--- src/rtl/moore_t_counter.sv ---
// Moore-style bank of WIDTH T flip-flops: independent toggle, chained up/down
// count, hold, parallel load, optional saturation and a registered wrap flag.
module moore_t_counter #(
    parameter int              WIDTH     = 4,
    parameter int              SATURATE  = 0,
    parameter logic [WIDTH-1:0] RESET_VAL = '0
) (
    input  logic             clk,
    input  logic             reset,
    input  logic             en,
    input  logic [1:0]       mode,
    input  logic [WIDTH-1:0] t_in,
    input  logic             load,
    input  logic [WIDTH-1:0] load_val,
    output logic [WIDTH-1:0] z,
    output logic             tc_max,
    output logic             tc_min,
    output logic             wrap
);

    typedef enum logic [1:0] {
        MODE_INDEP = 2'b00,
        MODE_UP    = 2'b01,
        MODE_DOWN  = 2'b10,
        MODE_HOLD  = 2'b11
    } mode_e;

    logic [WIDTH-1:0] q;
    logic [WIDTH-1:0] q_next;
    logic [WIDTH-1:0] t;
    logic             wrap_reg;
    logic             wrap_next;

    // NOTE: state registers use non-blocking assignments so every flop samples
    // pre-edge values; the reset is synchronous, so it lives inside the edge block.
    always_ff @(posedge clk) begin
        if (reset) begin
            q        <= RESET_VAL;
            wrap_reg <= 1'b0;
        end else begin
            q        <= q_next;
            wrap_reg <= wrap_next;
        end
    end

    // Toggle vector for each mode; a chain that runs through every bit means
    // the counter is sitting at its terminal value.
    // NOTE: every combinational output gets a default first so no path infers a latch.
    always_comb begin
        logic chain;
        t         = '0;
        wrap_next = 1'b0;
        chain     = 1'b1;
        if (en) begin
            case (mode_e'(mode))
                MODE_INDEP: t = t_in;
                MODE_UP: begin
                    for (int i = 0; i < WIDTH; i++) begin
                        t[i]  = chain;
                        chain = chain & q[i];
                    end
                end
                MODE_DOWN: begin
                    for (int i = 0; i < WIDTH; i++) begin
                        t[i]  = chain;
                        chain = chain & ~q[i];
                    end
                end
                default: t = '0;
            endcase
            if ((mode_e'(mode) == MODE_UP || mode_e'(mode) == MODE_DOWN) && chain) begin
                if (SATURATE != 0) begin
                    t = '0;
                end else begin
                    wrap_next = 1'b1;
                end
            end
        end
        q_next = q ^ t;
        if (load) begin
            q_next    = load_val;
            wrap_next = 1'b0;
        end
    end

    assign z      = q;
    assign tc_max = &q;
    assign tc_min = ~|q;
    assign wrap   = wrap_reg;

endmodule
--- config.mk ---
export PLATFORM = sky130hd
export DESIGN_NAME = moore_t_counter
export DESIGN_NICKNAME = d
export VERILOG_FILES = /design/src/rtl/moore_t_counter.sv
export SDC_FILE = /design/constraint.sdc
export NUM_CORES = 1
export LEC_CHECK = 0
export ABC_CLOCK_PERIOD_IN_PS = 1400
export CAP_MARGIN = 10
export CORE_MARGIN = 4
export CORE_UTILIZATION = 35
export DETAILED_ROUTE_END_ITERATION = 16
export PLACE_DENSITY = 0.72
export SYNTH_ARGS = -nofsm -noshare
export SYNTH_HDL_FRONTEND = slang
export SYNTH_SLANG_ARGS = --single-unit
--- constraint.sdc ---
create_clock -name clk -period 1.4 [get_ports clk]
set_clock_uncertainty 0.05 [all_clocks]
set_input_delay 0.21 -clock clk [delete_from_list [all_inputs] [get_ports clk]]
set_output_delay 0.21 -clock clk [all_outputs]
set_load 0.01 [all_outputs]
==> results.md <==
* Final WS setup at -0.103 ns
* Post-DRT Antenna Nets at 0
* GRT Total Usage at 14.7%
* Yosys top cell by area: dfxtp_1
* Total die area at 1940 µm²
* Detailed Route WL at 1420 µm
* Placer congestion estimate at 0.869
* Ys async rst share at 0%
* Max-slew violation total from the final report at 0
* Fin crit period at 1.50 ns
* Via count at 587
* Share of cells above drive strength 1 at 35.7%
* Data required, critical path at 1.48 ns
* Sum Neg Setup Slack at -0.166 ns
* Leakage at 0.398 nW
* Clk_lat worst skew at 0.24 ns
* CTS H-tree lvls at 1
* Yosys reg bits at 5
* Netlist cell types at 28
* Placed insts at 105
* Tcrit/Tclk final at 107%
* Max VDD drop at 0.270 mV
* Synth Cell Area at 454 µm²
* Largest net degree at the start of global routing at 7
* DIE HEIGHT at 44.0 µm
* Crit-path max FO at 6
* Initial core utilization at 38.8%
* Total power draw at 0.557 mW
* Layout area overhead at 90.9%
* Synth Flop Type: dfxtp_1
* Num CTS Buffers at 3
* Setup violators final at 3
* Max reg flops at 4
* CTS tree: done
* Top Ports at 21
* Yosys top cell area share at 22.0%
* RSZ-0062 raised after global routing: true
* Max-slew headroom at 83.8%
* Failing checks: negative setup slack
* Vias in the first global route at 531
* Fin. Hold Viols at 0
* Status: finished, violations left
* Setup CP Type: reg -> reg
* Detailed-router iteration count before antenna repair at 4
* Syn_area_per_cell at 8.26 µm²
* Leading post-synthesis cells by cell area: dfxtp_1, ha_1, a311o_1, nand3_1, inv_1
* Max Cap Violations at 0
* Post-synthesis sequential area ratio at 22.0%
* Nets at 118
* Global route total overflow at 0
* Post-synth EDFFs at 0
* Hold slack final at 0.532 ns
* Non-filler instance count after layout at 112
* CTS sink cnt at 5
* Syn Nets at 74
* Worst path cell trace: buf_12 -> or4b_4 -> a311o_1 -> and3_1
* Initial antenna violation count at 0
* Top post-synthesis cells by count: dfxtp_1, ha_1, inv_1
* Max Fclk at 665 MHz
* Floorplan core area at 1170 µm²
* Clock root buffer: clkbuf_4
* # rows at 12
* Via-per-instance ratio at 5.24
* Detailed placer's ending HPWL at 1070 µm
* WL/cell at 12.7 µm
* Post-Syn Instances at 55
* Max stage delay on crit path at 0.48 ns
* Clock Path Buffers at 2
* Die width at 44.0 µm
* DRC Markers at 0
* Worst Path Arrival at 1.59 ns
* Initial DRC Count at 8
* IO Port Bufs at 20
* Clock transition at path regs at 0.04 ns
* Yosys warns at 0
* Worst min path class: in -> reg
* Crit-path slowest cell: or4b_4
* Crit. End Element: flop
* Startpoint types: flop
* First-pass GRT wire length at 2130 µm
* Ant diodes at 0
* Pwr Density at 642 nW/µm²
* Worst Tran Pin Value at 0.241 ns
==> through the flow <==
| step | instance area (µm²) | util (%) | setup slack [ns] |
|---|---|---|---|
| after floorplan | 459 | - | -0.0716 |
| after global placement | 810 | 69.1 | -0.534 |
| after detailed placement | 810 | 69.1 | -0.572 |
| after CTS | 845 | 72.1 | -0.0956 |
| after global routing | 867 | 74.0 | -0.147 |
| final | 867 | 74.0 | -0.103 |
==> logic make-up after synthesis <==
kind of cell	Yosys count	synth area share, %
buf+inv	7	7.44
flops	5	22.0
compound gates	12	20.4
simple gates	26	36.4
fa+ha+maj	5	13.8
==> worst max-delay path: cells and delay by family, from the launching register on <==
family,cells,cell delay [ns]
compound gates,1,0.27
buf+inv,1,0.13
flops,1,0.34
simple gates,2,0.62
==> worst paths after layout <==
| check | slack, ns | endpoint | start | cells after the start |
|---|---|---|---|---|
| min reg2reg | 0.61 | z[1] | z[1] | 3 |
| max reg2reg | -0.10 | z[3] | z[0] | 4 |
| min | 0.53 | z[0] | load_val[0] | 3 |
| max | -0.10 | z[3] | z[0] | 4 |
==> final cells by class <==
class | instances | area, µm²
timing repair buffer | 41 | 360
multi-input combinational | 43 | 338
fill | 85 | 304
sequential | 5 | 106
clock buffer | 4 | 26.3
inverter | 5 | 18.8
tap | 14 | 17.5
==> metal layers <==
metal  vias up  global-route usage (%)  routed length [µm]
met4         0                    11.4                  18
met3         2                    2.44                  69
met1       266                    16.9                 664
met2        17                    23.8                 668
li1        302                       -                   -
met5         -                       0                   0
==> report_power, final <==
group	switching, mW	total, mW	internal, mW	leakage (nW)
Sequential	0.0132	0.168	0.154	0.0425
Clock	0.0573	0.165	0.108	0.0150
Combinational	0.0878	0.224	0.136	0.340
==> what timing repair did <==
action,in CTS,in global routing
setup buffers,2,1
hold endpoints to repair,0,0
resized for setup,15,3
setup endpoints to repair,10,4
hold buffers,0,0
pin swaps,3,2
==> placed cells by master (no fill, tap or decap), drive strengths merged <==
master	n
buf	22
clkdlybuf4s50	12
dlygate4sd2	7
inv	5
ha	5
dfxtp	5
nand3	4
clkbuf	4
nand2b	3
nand4	3
nand2	3
a22oi	2
a21oi	2
or3	2
nor2	2
a311o	2
nor4	2
or4b	2
and4	1
a211o	1
o211ai	1
o21ai	1
a311oi	1
a221oi	1
and3	1
or3b	1
nor3b	1
and3b	1
a41oi	1
No activity file was read; power rests on OpenSTA's default activity.
